$ cat src/rtl/ppi_pkg.sv
// Shared types for the 8255 PPI host-side bus sequencer: register
// addresses, FSM states and the buffered request format.
package ppi_pkg;

  localparam logic [1:0] ADDR_A    = 2'b00;
  localparam logic [1:0] ADDR_B    = 2'b01;
  localparam logic [1:0] ADDR_C    = 2'b10;
  localparam logic [1:0] ADDR_CTRL = 2'b11;

  typedef enum logic [2:0] {INIT, IDLE, SETUP, STROBE, HOLD, RECOVER} state_t;

  typedef struct packed {
    logic       wr;
    logic [1:0] addr;
    logic [7:0] wdata;
  } ppi_req_t;

  // The control word register is write-only on the 8255.
  function automatic logic is_illegal(ppi_req_t r);
    return !r.wr && (r.addr == ADDR_CTRL);
  endfunction

endpackage

$ cat src/rtl/ppi_bus_sequencer_if.sv
// Host request/response stream plus the split PPI bus, seen from the
// host (master) and the sequencer (slave).
interface ppi_bus_sequencer_if;
  logic       req_valid;
  logic       req_ready;
  logic       req_wr;
  logic [1:0] req_addr;
  logic [7:0] req_wdata;
  logic       rsp_valid;
  logic [7:0] rsp_rdata;
  logic       rsp_err;
  logic       busy;
  logic       ppi_reset;
  logic       ppi_cs_n;
  logic       ppi_rd_n;
  logic       ppi_wr_n;
  logic [1:0] ppi_addr;
  logic [7:0] ppi_d_out;
  logic       ppi_d_oe;
  logic [7:0] ppi_d_in;

  modport master (
    output req_valid, req_wr, req_addr, req_wdata, ppi_d_in,
    input  req_ready, rsp_valid, rsp_rdata, rsp_err, busy,
           ppi_reset, ppi_cs_n, ppi_rd_n, ppi_wr_n, ppi_addr, ppi_d_out, ppi_d_oe
  );

  modport slave (
    input  req_valid, req_wr, req_addr, req_wdata, ppi_d_in,
    output req_ready, rsp_valid, rsp_rdata, rsp_err, busy,
           ppi_reset, ppi_cs_n, ppi_rd_n, ppi_wr_n, ppi_addr, ppi_d_out, ppi_d_oe
  );
endinterface

$ cat src/rtl/ppi_req_fifo.sv
// Small synchronous request FIFO. Exposes next-cycle full/empty so the
// sequencer can keep req_ready and busy registered.
module ppi_req_fifo
  import ppi_pkg::*;
#(
  parameter int FIFO_DEPTH = 2
) (
  input  logic     CLK,
  input  logic     RESET,
  input  logic     push,
  input  logic     pop,
  input  ppi_req_t din,
  output ppi_req_t dout,
  output logic     full,
  output logic     empty,
  output logic     full_next,
  output logic     empty_next
);
  localparam int AW = (FIFO_DEPTH > 1) ? $clog2(FIFO_DEPTH) : 1;
  typedef logic [AW:0] lvl_t;

  ppi_req_t      mem [FIFO_DEPTH];
  logic [AW-1:0] wptr, rptr;
  lvl_t          level, level_d;

  always_comb begin
    level_d = level + lvl_t'(push) - lvl_t'(pop);
  end

  assign full       = (level == lvl_t'(FIFO_DEPTH));
  assign empty      = (level == '0);
  assign full_next  = (level_d == lvl_t'(FIFO_DEPTH));
  assign empty_next = (level_d == '0);
  assign dout       = mem[rptr];

  always_ff @(posedge CLK) begin
    if (!RESET) begin
      wptr  <= '0;
      rptr  <= '0;
      level <= '0;
    end else begin
      if (push) wptr <= wptr + 1'b1;
      if (pop)  rptr <= rptr + 1'b1;
      level <= level_d;
    end
  end

  always_ff @(posedge CLK) begin
    if (push) mem[wptr] <= din;
  end

endmodule

$ cat src/rtl/ppi_bus_sequencer.sv
// Host-side 8255 PPI controller: buffers read/write requests and plays
// them out as timed CS/RD/WR bus cycles, with a PPI reset pulse at start.
module ppi_bus_sequencer
  import ppi_pkg::*;
#(
  parameter int FIFO_DEPTH  = 2,
  parameter int INIT_CYC    = 4,
  parameter int SETUP_CYC   = 1,
  parameter int STROBE_CYC  = 2,
  parameter int HOLD_CYC    = 1,
  parameter int RECOVER_CYC = 1
) (
  input logic               CLK,
  input logic               RESET,
  ppi_bus_sequencer_if.slave bus
);
  state_t     state, state_d;
  logic [3:0] cnt, cnt_d;
  ppi_req_t   cur, cur_d, req_in, dout;
  logic       push, pop, full, empty, full_next, empty_next;

  logic       in_bus, bus_end, ill;
  logic       cs_n_d, rd_n_d, wr_n_d, d_oe_d, ppi_reset_d;
  logic       req_ready_d, busy_d, rsp_valid_d, rsp_err_d;
  logic [1:0] addr_d;
  logic [7:0] d_out_d, rsp_rdata_d;

  assign req_in = {bus.req_wr, bus.req_addr, bus.req_wdata};
  assign push   = bus.req_valid && bus.req_ready && !full;
  assign pop    = (state == IDLE) && !empty;

  ppi_req_fifo #(.FIFO_DEPTH(FIFO_DEPTH)) u_fifo (
    .CLK        (CLK),
    .RESET      (RESET),
    .push       (push),
    .pop        (pop),
    .din        (req_in),
    .dout       (dout),
    .full       (full),
    .empty      (empty),
    .full_next  (full_next),
    .empty_next (empty_next)
  );

  always_ff @(posedge CLK) begin
    if (!RESET) begin
      state <= INIT;
      cnt   <= 4'(INIT_CYC);
      cur   <= '0;
    end else begin
      state <= state_d;
      cnt   <= cnt_d;
      cur   <= cur_d;
    end
  end

  // Timed states load PARAM-1 on entry and leave when the count hits 0.
  always_comb begin
    state_d = state;
    cnt_d   = cnt - 4'd1;
    cur_d   = cur;
    case (state)
      INIT: if (cnt == 4'd0) state_d = IDLE;
      IDLE: begin
        cnt_d = cnt;
        if (pop) begin
          cur_d = dout;
          if (!is_illegal(dout)) begin
            state_d = SETUP;
            cnt_d   = 4'(SETUP_CYC - 1);
          end
        end
      end
      SETUP:   if (cnt == 4'd0) begin state_d = STROBE;  cnt_d = 4'(STROBE_CYC - 1);  end
      STROBE:  if (cnt == 4'd0) begin state_d = HOLD;    cnt_d = 4'(HOLD_CYC - 1);    end
      HOLD:    if (cnt == 4'd0) begin state_d = RECOVER; cnt_d = 4'(RECOVER_CYC - 1); end
      RECOVER: if (cnt == 4'd0) state_d = IDLE;
      default: state_d = INIT;
    endcase
  end

  // Outputs are decoded from the next state so the registered pins line
  // up with the state they belong to.
  always_comb begin
    in_bus      = state_d inside {SETUP, STROBE, HOLD};
    bus_end     = (state == STROBE) && (cnt == 4'd0);
    ill         = pop && is_illegal(dout);
    ppi_reset_d = (state_d == INIT);
    cs_n_d      = !in_bus;
    rd_n_d      = !((state_d == STROBE) && !cur_d.wr);
    wr_n_d      = !((state_d == STROBE) && cur_d.wr);
    addr_d      = in_bus ? cur_d.addr : bus.ppi_addr;
    d_oe_d      = in_bus && cur_d.wr;
    d_out_d     = (in_bus && cur_d.wr) ? cur_d.wdata : bus.ppi_d_out;
    req_ready_d = !full_next && (state_d != INIT);
    busy_d      = !empty_next || (state_d != IDLE);
    rsp_valid_d = bus_end || ill;
    rsp_err_d   = ill;
    rsp_rdata_d = (bus_end && !cur.wr) ? bus.ppi_d_in : 8'h00;
  end

  always_ff @(posedge CLK) begin
    if (!RESET) begin
      bus.req_ready <= 1'b0;
      bus.rsp_valid <= 1'b0;
      bus.rsp_rdata <= 8'h00;
      bus.rsp_err   <= 1'b0;
      bus.busy      <= 1'b1;
      bus.ppi_reset <= 1'b1;
      bus.ppi_cs_n  <= 1'b1;
      bus.ppi_rd_n  <= 1'b1;
      bus.ppi_wr_n  <= 1'b1;
      bus.ppi_addr  <= 2'b00;
      bus.ppi_d_out <= 8'h00;
      bus.ppi_d_oe  <= 1'b0;
    end else begin
      bus.req_ready <= req_ready_d;
      bus.rsp_valid <= rsp_valid_d;
      bus.rsp_rdata <= rsp_rdata_d;
      bus.rsp_err   <= rsp_err_d;
      bus.busy      <= busy_d;
      bus.ppi_reset <= ppi_reset_d;
      bus.ppi_cs_n  <= cs_n_d;
      bus.ppi_rd_n  <= rd_n_d;
      bus.ppi_wr_n  <= wr_n_d;
      bus.ppi_addr  <= addr_d;
      bus.ppi_d_out <= d_out_d;
      bus.ppi_d_oe  <= d_oe_d;
    end
  end

endmodule

$ cat src/flat_wrapper.sv
// flat-port wrapper written by rule: the top's interface ports become plain ports
module ppi_bus_sequencer_flat import ppi_pkg::*;
#(
  parameter int FIFO_DEPTH  = 2,
  parameter int INIT_CYC    = 4,
  parameter int SETUP_CYC   = 1,
  parameter int STROBE_CYC  = 2,
  parameter int HOLD_CYC    = 1,
  parameter int RECOVER_CYC = 1
)
  (CLK, RESET, bus_req_valid, bus_req_wr, bus_req_addr, bus_req_wdata, bus_ppi_d_in, bus_req_ready, bus_rsp_valid, bus_rsp_rdata, bus_rsp_err, bus_busy, bus_ppi_reset, bus_ppi_cs_n, bus_ppi_rd_n, bus_ppi_wr_n, bus_ppi_addr, bus_ppi_d_out, bus_ppi_d_oe);
  ppi_bus_sequencer_if bus_i ();
  input logic CLK;
  input logic RESET;
  input wire logic [$bits(bus_i.req_valid)-1:0] bus_req_valid;
  input wire logic [$bits(bus_i.req_wr)-1:0] bus_req_wr;
  input wire logic [$bits(bus_i.req_addr)-1:0] bus_req_addr;
  input wire logic [$bits(bus_i.req_wdata)-1:0] bus_req_wdata;
  input wire logic [$bits(bus_i.ppi_d_in)-1:0] bus_ppi_d_in;
  output wire logic [$bits(bus_i.req_ready)-1:0] bus_req_ready;
  output wire logic [$bits(bus_i.rsp_valid)-1:0] bus_rsp_valid;
  output wire logic [$bits(bus_i.rsp_rdata)-1:0] bus_rsp_rdata;
  output wire logic [$bits(bus_i.rsp_err)-1:0] bus_rsp_err;
  output wire logic [$bits(bus_i.busy)-1:0] bus_busy;
  output wire logic [$bits(bus_i.ppi_reset)-1:0] bus_ppi_reset;
  output wire logic [$bits(bus_i.ppi_cs_n)-1:0] bus_ppi_cs_n;
  output wire logic [$bits(bus_i.ppi_rd_n)-1:0] bus_ppi_rd_n;
  output wire logic [$bits(bus_i.ppi_wr_n)-1:0] bus_ppi_wr_n;
  output wire logic [$bits(bus_i.ppi_addr)-1:0] bus_ppi_addr;
  output wire logic [$bits(bus_i.ppi_d_out)-1:0] bus_ppi_d_out;
  output wire logic [$bits(bus_i.ppi_d_oe)-1:0] bus_ppi_d_oe;
  assign bus_i.req_valid = bus_req_valid;
  assign bus_i.req_wr = bus_req_wr;
  assign bus_i.req_addr = bus_req_addr;
  assign bus_i.req_wdata = bus_req_wdata;
  assign bus_i.ppi_d_in = bus_ppi_d_in;
  assign bus_req_ready = bus_i.req_ready;
  assign bus_rsp_valid = bus_i.rsp_valid;
  assign bus_rsp_rdata = bus_i.rsp_rdata;
  assign bus_rsp_err = bus_i.rsp_err;
  assign bus_busy = bus_i.busy;
  assign bus_ppi_reset = bus_i.ppi_reset;
  assign bus_ppi_cs_n = bus_i.ppi_cs_n;
  assign bus_ppi_rd_n = bus_i.ppi_rd_n;
  assign bus_ppi_wr_n = bus_i.ppi_wr_n;
  assign bus_ppi_addr = bus_i.ppi_addr;
  assign bus_ppi_d_out = bus_i.ppi_d_out;
  assign bus_ppi_d_oe = bus_i.ppi_d_oe;
  ppi_bus_sequencer #(.FIFO_DEPTH(FIFO_DEPTH), .INIT_CYC(INIT_CYC), .SETUP_CYC(SETUP_CYC), .STROBE_CYC(STROBE_CYC), .HOLD_CYC(HOLD_CYC), .RECOVER_CYC(RECOVER_CYC)) u_core (.CLK(CLK), .RESET(RESET), .bus(bus_i));
endmodule
$ cat config.mk
export PLATFORM = sky130hd
export DESIGN_NAME = ppi_bus_sequencer_flat
export DESIGN_NICKNAME = d
export VERILOG_FILES = /design/src/rtl/ppi_pkg.sv /design/src/rtl/ppi_bus_sequencer_if.sv /design/src/rtl/ppi_req_fifo.sv /design/src/rtl/ppi_bus_sequencer.sv /design/src/flat_wrapper.sv
export SDC_FILE = /design/constraint.sdc
export NUM_CORES = 1
export LEC_CHECK = 0
export ABC_AREA = 1
export CAP_MARGIN = 10
export CORE_UTILIZATION = 51
export CTS_CLUSTER_SIZE = 28
export DETAILED_ROUTE_END_ITERATION = 10
export DONT_BUFFER_PORTS = 1
export PLACE_DENSITY = 0.66
export SLEW_MARGIN = 5
export SYNTH_ARGS = -nofsm -noshare
export SYNTH_HDL_FRONTEND = slang
export SYNTH_SLANG_ARGS = --single-unit
$ cat constraint.sdc
create_clock -name CLK -period 2.75 [get_ports CLK]
set_input_delay 0.4125 -clock CLK [delete_from_list [all_inputs] [get_ports CLK]]
set_output_delay 0.4125 -clock CLK [all_outputs]
set_load 0.05 [all_outputs]
==> flow_metrics.env, run 1 <==
export IMPL_die_area_mm2=0.00583
export IMPL_clock_skew_ns=0.00703
export IMPL_dr_pass1_iters=6
export IMPL_min_period_ns=2.02
export IMPL_cts_made_buffers=9
export IMPL_syn_num_nets=322
export IMPL_nets=326
export IMPL_synth_top_cells_by_count="nor2_1 (58), dfxtp_1 (50), nand2_1 (32)"
export IMPL_cp_required_ns=2.97
export IMPL_slew_headroom_pct=39.0
export IMPL_wl_per_cell_um=12.4
export IMPL_syn_to_final_growth_pct=6.52
export IMPL_clkTransAtPathRegs_ns=0.07
export IMPL_period_share_pct=73.3
export IMPL_tightest_slew_ns=0.911
export IMPL_synth_edff_count=22
export IMPL_reg2reg_slack_ns=0.73
export IMPL_clk_insertion_delay_late_ns=0.34
export IMPL_drv_slew=0
export IMPL_num_fill_cells=492
export IMPL_grt_overflow=0
export IMPL_cts_resized=0
export IMPL_clock_sinks=72
export IMPL_holdWs_ns=0.141
export IMPL_hold_viol=0
export IMPL_p_seq_share_pct=52.5
export IMPL_crit_arrival_ns=2.24
export IMPL_cts_hold_fix_buffers=0
export IMPL_p_int_mw=1.72
export IMPL_r2r_start="u_core.state[0]"
export IMPL_maxCapViolCount=0
export IMPL_synthCells=297
export IMPL_diodes=0
export IMPL_grt_pass1_wl_um=7930
export IMPL_ys_ff_latch=72
export IMPL_synthFlopType="dfxtp_1"
export IMPL_io_pins=49
export IMPL_swShare_pct=33.4
export IMPL_drive_gt1_share_pct=13.7
export IMPL_p_switching_mw=0.865
export IMPL_crit_fanout=5
export IMPL_grt_use_total_pct=18.1
export IMPL_num_vias=1821
export IMPL_synth_area_leaders="dfxtp_1 (36%), edfxtp_1 (23%), nor2_1 (7.7%), nand2_1 (4.3%), inv_1 (3.5%)"
export IMPL_p_leak_nw=1.26
export IMPL_route_detailed_drc=0
export IMPL_routed_wl_um=4670
export IMPL_ys_seq_area_share_pct=58.9
export IMPL_drt_iter0_drc=112
export IMPL_cts_buffer_depth=2
export IMPL_fp_dieW_um=76.3
export IMPL_core_rowCount=26
export IMPL_rsz0062_at_grt="no"
export IMPL_clock_fmax_mhz=496
export IMPL_dpl_hpwl_um=3140
export IMPL_min_path_cells=1
export IMPL_grt_pass1_vias=1685
export IMPL_startpoint_type="register"
export IMPL_coreArea_mm2=0.00520
export IMPL_end_kind="register"
export IMPL_cts_setup_buffers=0
export IMPL_async_reset_ff_share_pct=0
export IMPL_yosysMostFrequentCell="nor2_1"
export IMPL_worstHoldStart="RESET"
export IMPL_cts_tree="built"
export IMPL_die_h_um=76.3
export IMPL_drt_antenna_violating_nets=0
export IMPL_gp_congestion=0.729
export IMPL_outcome="finished clean"
export IMPL_max_stage_delay_ns=0.40
export IMPL_netlist_area_mm2=0.00282
export IMPL_yosysWarningCount=0
export IMPL_cp_slowest_cell="dfxtp_1"
export IMPL_pwr_share_clk_pct=26.3
export IMPL_avgViaCountPerCell=4.84
export IMPL_final_core_util_pct=57.7
export IMPL_worstSetupPathType="reg2reg"
export IMPL_start_util_pct=54.2
export IMPL_r2r_end="u_core.bus.busy"
export IMPL_ys_types=37
export IMPL_hold_end="u_core.cnt[2]"
export IMPL_grt_antenna_before_repair=0
export IMPL_synth_avg_cell_area_um2=9.49
export IMPL_yosysTopAreaCell="dfxtp_1"
export IMPL_grt_max_degree=27
export IMPL_finalSetupViolations=0
export IMPL_reg2reg_depth=11
export IMPL_cts_root_buf="clkbuf_8"
export IMPL_crit_chain="inv_2, nor2_4, nand2_4, nor2_8, ha_1, inv_1, ha_1, xor2_1, xor2_1, nor3b_1, nand3_1"
export IMPL_yosysTopAreaCellShare_pct=35.5
export IMPL_comb_power_share_pct=21.1
export IMPL_min_path_type="in2reg"
export IMPL_h_tree_depth=3
export IMPL_power_density_mw_per_mm2=861
export IMPL_ir_worst_vdd_mv=0.372
export IMPL_port_buffers=0
export IMPL_tns_ns=0
## per-stage QoR
stage,power (mW),std cells,worst slack [ns],instance area [um^2]
after floorplan,1.85,297,0.580,2820
after global placement,1.92,360,0.788,2850
after detailed placement,1.93,360,0.734,2850
after CTS,2.62,376,0.723,3000
after global routing,2.75,376,0.478,3000
final,2.59,376,0.735,3000
## logic make-up after synthesis
logic type	Yosys count	share of synthesized area, %
buffers and inverters	42	7.37
adder cells (fa/ha/maj)	3	1.33
flip-flops	72	58.9
AND/OR/NAND/NOR	131	22.0
AO/OA/AOI/OAI	46	9.45
XOR/XNOR	3	0.932
## per-layer routing
| metal | vias up | part of all wire, % | GRT usage [%] | wire length [um] |
|---|---|---|---|---|
| met5 | - | 0 | 0 | 0 |
| met4 | 0 | 2.3 | 11.5 | 109 |
| met3 | 9 | 6.9 | 7.66 | 323 |
| met2 | 53 | 41 | 24.5 | 1930 |
| met1 | 788 | 49 | 23.7 | 2300 |
| li1 | 971 | - | - | - |
## layout make-up
class / count / area (um^2) / share of cell area [%]
flip-flops and latches: 72 / 1660 / 55.3
multi-input cells: 183 / 950 / 31.6
clock buffers: 12 / 135 / 4.50
inverters: 32 / 125 / 4.17
well taps: 70 / 87.6 / 2.92
repair buffers: 3 / 22.5 / 0.750
clock inverters: 4 / 21.3 / 0.708
## how the worst max path moves through the flow
| stage | startpoint | end | slack, ns | cells after the start |
|---|---|---|---|---|
| global placement | u_core.u_fifo.level[1] | u_core.bus.busy | 0.79 | 9 |
| global route | u_core.u_fifo.level[1] | u_core.bus.busy | 0.48 | 9 |
| detailed placement | u_core.u_fifo.level[1] | u_core.bus.busy | 0.73 | 9 |
| CTS | u_core.u_fifo.level[1] | u_core.bus.busy | 0.72 | 9 |
| finish | u_core.state[0] | u_core.bus.busy | 0.73 | 11 |
| floorplan | u_core.state[0] | u_core.bus.busy | 0.58 | 12 |
## placed cells by master (no fill, tap or decap), types with 2 or more instances in the layout
| cell | instances |
|---|---|
| ha_1 | 3 |
| clkbuf_8 | 9 |
| clkbuf_1 | 3 |
| dfxtp_1 | 50 |
| nor2_2 | 3 |
| nand2_1 | 32 |
| xor2_1 | 3 |
| a21oi_1 | 15 |
| buf_4 | 3 |
| nand3_1 | 18 |
| a31oi_1 | 2 |
| inv_4 | 2 |
| nand2_2 | 7 |
| clkinv_1 | 2 |
| nand3_2 | 4 |
| inv_1 | 26 |
| nor2_1 | 58 |
| edfxtp_1 | 22 |
| o21ai_1 | 4 |
| clkinv_2 | 2 |
| nand2_4 | 2 |
| o21ai_0 | 19 |
| inv_2 | 3 |
## registers in the layout, indices dropped and copies added (netlist names), 2 cells and up, named ones only
| register | flops |
|---|---|
| u_core.bus.ppi_addr | 2 |
| u_core.bus.rsp_rdata | 8 |
| u_core.bus.ppi_d_out | 8 |
| u_core.state | 3 |
| u_core.u_fifo.level | 2 |
| u_core.u_fifo.mem | 22 |
| u_core.cnt | 4 |
| u_core.cur | 11 |
## power groups by stage
| stage | clock network, mW | logic (mW) | registers (mW) |
|---|---|---|---|
| floorplan | 0 | 0.450 | 1.40 |
| global placement | 0 | 0.538 | 1.38 |
| detailed placement | 0 | 0.551 | 1.38 |
| CTS | 0.705 | 0.553 | 1.36 |
| global route | 0.750 | 0.633 | 1.37 |
| finish | 0.681 | 0.547 | 1.36 |
## worst max-delay path: cells and delay by family (launching register included)
kind / cells / cell delay, ns
buf+inv: 2 / 0.12
xor+xnor: 2 / 0.40
flops: 1 / 0.40
fa+ha+maj: 2 / 0.37
simple gates: 5 / 0.59
Power figures use the tool's default switching activity.
==> inputs of run 2 (changes only) <==
Settings changed: PLACE_DENSITY 0.66 to 0.69.
Clock period 2.75 ns to 1.7 ns, I/O delays scaled along.
==> run 2 against run 1 <==
The run now ends with setup timing left. Power grew 95%. Clock power grew 110%. Cell count increased by 10%. Sequential cell count unchanged. Worst setup slack got worse by 0.90 ns. Clock-buffer cell count rose by 2. Clock skew is 0.0020 ns higher. Hold slack got worse by 0.13 ns. Critical path type unchanged. Critical endpoint unchanged.
==> flow_metrics.env, run 2 (same netlist as run 1, synthesis figures left out) <==
export IMPL_syn_to_final_growth_pct=27.8
export IMPL_end_kind="register"
export IMPL_core_rowCount=26
export IMPL_cp_slowest_cell="dfxtp_4"
export IMPL_cts_buffer_depth=2
export IMPL_largest_register="u_core.u_fifo.mem"
export IMPL_routed_wl_um=5570
export IMPL_finalSetupViolations=3
export IMPL_grt_util_met1_pct=25.8
export IMPL_reg2reg_depth=9
export IMPL_grt_overflow=0
export IMPL_num_vias=2040
export IMPL_period_share_pct=110
export IMPL_gp_congestion=0.808
export IMPL_maxCapViolCount=0
export IMPL_fin_ws_ns=-0.165
export IMPL_dr_pass1_iters=4
export IMPL_startpoint_type="register"
export IMPL_ir_worst_vdd_mv=0.900
export IMPL_final_cell_mix="nor2_1 (51), dfxtp_1 (42), nand2_1 (29)"
export IMPL_crit_chain="inv_2, o211ai_1, ha_4, inv_4, ha_4, xor2_2, xor2_1, nor3b_2, nand3_1"
export IMPL_clkTransAtPathRegs_ns=0.07
export IMPL_top_usage_layer="met2"
export IMPL_coreArea_mm2=0.00520
export IMPL_route_detailed_drc=0
export IMPL_cts_root_buf="clkbuf_8"
export IMPL_min_period_ns=1.87
export IMPL_crit_arrival_ns=2.10
export IMPL_largest_reg_flops=22
export IMPL_cp_required_ns=1.93
export IMPL_power_density_mw_per_mm2=1400
export IMPL_drt_iter0_drc=80
export IMPL_slew_headroom_pct=63.3
export IMPL_min_path_cells=2
export IMPL_h_tree_depth=3
export IMPL_grt_max_degree=27
export IMPL_rsz0062_at_grt="yes"
export IMPL_grt_antenna_before_repair=0
export IMPL_outcome="finished, violations left"
export IMPL_max_stage_delay_ns=0.37
export IMPL_grt_pass1_vias=1930
export IMPL_pre_cts_ws_ns=-0.206
export IMPL_avgViaCountPerCell=4.92
export IMPL_drt_antenna_violating_nets=0
export IMPL_min_path_type="in2reg"
export IMPL_worstSetupPathType="reg2reg"
export IMPL_cpMostUsedCell="ha_4"
export IMPL_p_leak_nw=1.51
export IMPL_fp_dieW_um=76.3
export IMPL_drv_slew=0
export IMPL_nets=365
export IMPL_layout_commonest_cell="nor2_1"
export IMPL_grt_pass1_wl_um=8910
export IMPL_drive_gt1_share_pct=30.1
export IMPL_cts_made_buffers=9
export IMPL_io_pins=49
export IMPL_clock_skew_ns=0.00906
export IMPL_hold_viol=0
export IMPL_final_core_util_pct=69.2
export IMPL_die_area_mm2=0.00583
export IMPL_top_regs="u_core.u_fifo.mem: 22 flops, u_core.cur: 11 flops"
export IMPL_holdWs_ns=0.0132
export IMPL_start_util_pct=54.2
export IMPL_met3_usage_pct=8.62
export IMPL_grt_use_met2_pct=28.9
export IMPL_clk_insertion_delay_late_ns=0.35
export IMPL_grt_use_total_pct=20.0
export IMPL_dpl_hpwl_um=3390
export IMPL_tightest_slew_ns=0.550
export IMPL_port_buffers=0
export IMPL_die_h_um=76.3
export IMPL_violations="setup timing"
export IMPL_diodes=0
export IMPL_wl_per_cell_um=13.4
export IMPL_clock_sinks=72
export IMPL_crit_fanout=2
export IMPL_cts_tree="built"
export IMPL_clock_fmax_mhz=536
## run 2: per-layer routing
layer  wire [um]  share of wire (%)  vias up
met1        2470                 44      924
met5           0                  0        -
met3         347                6.2        9
met2        2650                 48       53
met4         107                1.9        0
li1            -                  -     1054
## run 2: worst paths after layout
| path | end | startpoint | slack [ns] |
|---|---|---|---|
| worst max-delay path | u_core.bus.busy | u_core.u_fifo.level[1] | -0.17 |
| worst min-delay path | u_core.u_fifo.level[0] | RESET | 0.01 |
| worst min register to register | register | u_core.u_fifo.rptr | 0.46 |
| worst max register to register | u_core.bus.busy | u_core.u_fifo.level[1] | -0.17 |
## run 2: area by class of cell
class	count	area, um^2
Clock buffer	14	174
Clock inverter	2	37.5
Fill cell	422	1600
Inverter	32	128
Multi-Input combinational cell	183	1100
Sequential cell	72	1670
Tap cell	70	87.6
Timing Repair Buffer	42	402
## run 2: worst max-delay path: cells and delay by family, from the launching register on
kind / cells / cell delay [ns]
buf+inv: 2 / 0.09
xor+xnor: 2 / 0.35
simple gates: 2 / 0.25
flops: 1 / 0.37
fa+ha+maj: 2 / 0.39
compound gates: 1 / 0.31
## run 2: repair_timing
action,4_1_cts,5_1_grt
hold endpoints to repair,25,2
gates resized for setup,8,33
pin swaps,3,9
setup endpoints to repair,35,24
cloned,0,2
setup buffers,0,3
hold buffers,12,2
## run 2: report_power, final
| part | switching, mW | internal [mW] | total (mW) |
|---|---|---|---|
| Combinational | 0.782 | 0.621 | 1.40 |
| Sequential | 0.236 | 1.99 | 2.23 |
| Clock | 0.601 | 0.809 | 1.41 |
| Total | 1.62 | 3.42 | 5.04 |
## run 2: through the flow
| step | cells | setup TNS, ns | power [mW] | instance area (um^2) |
|---|---|---|---|---|
| final | 415 | -0.370 | 5.04 | 3600 |
| after global routing | 415 | -1.21 | 5.31 | 3600 |
| after CTS | 408 | -0.331 | 4.82 | 3390 |
| after detailed placement | 380 | -2.82 | 3.36 | 3040 |
| after global placement | 380 | -1.61 | 3.33 | 3040 |
| after floorplan | 297 | -0.597 | 3.05 | 2860 |
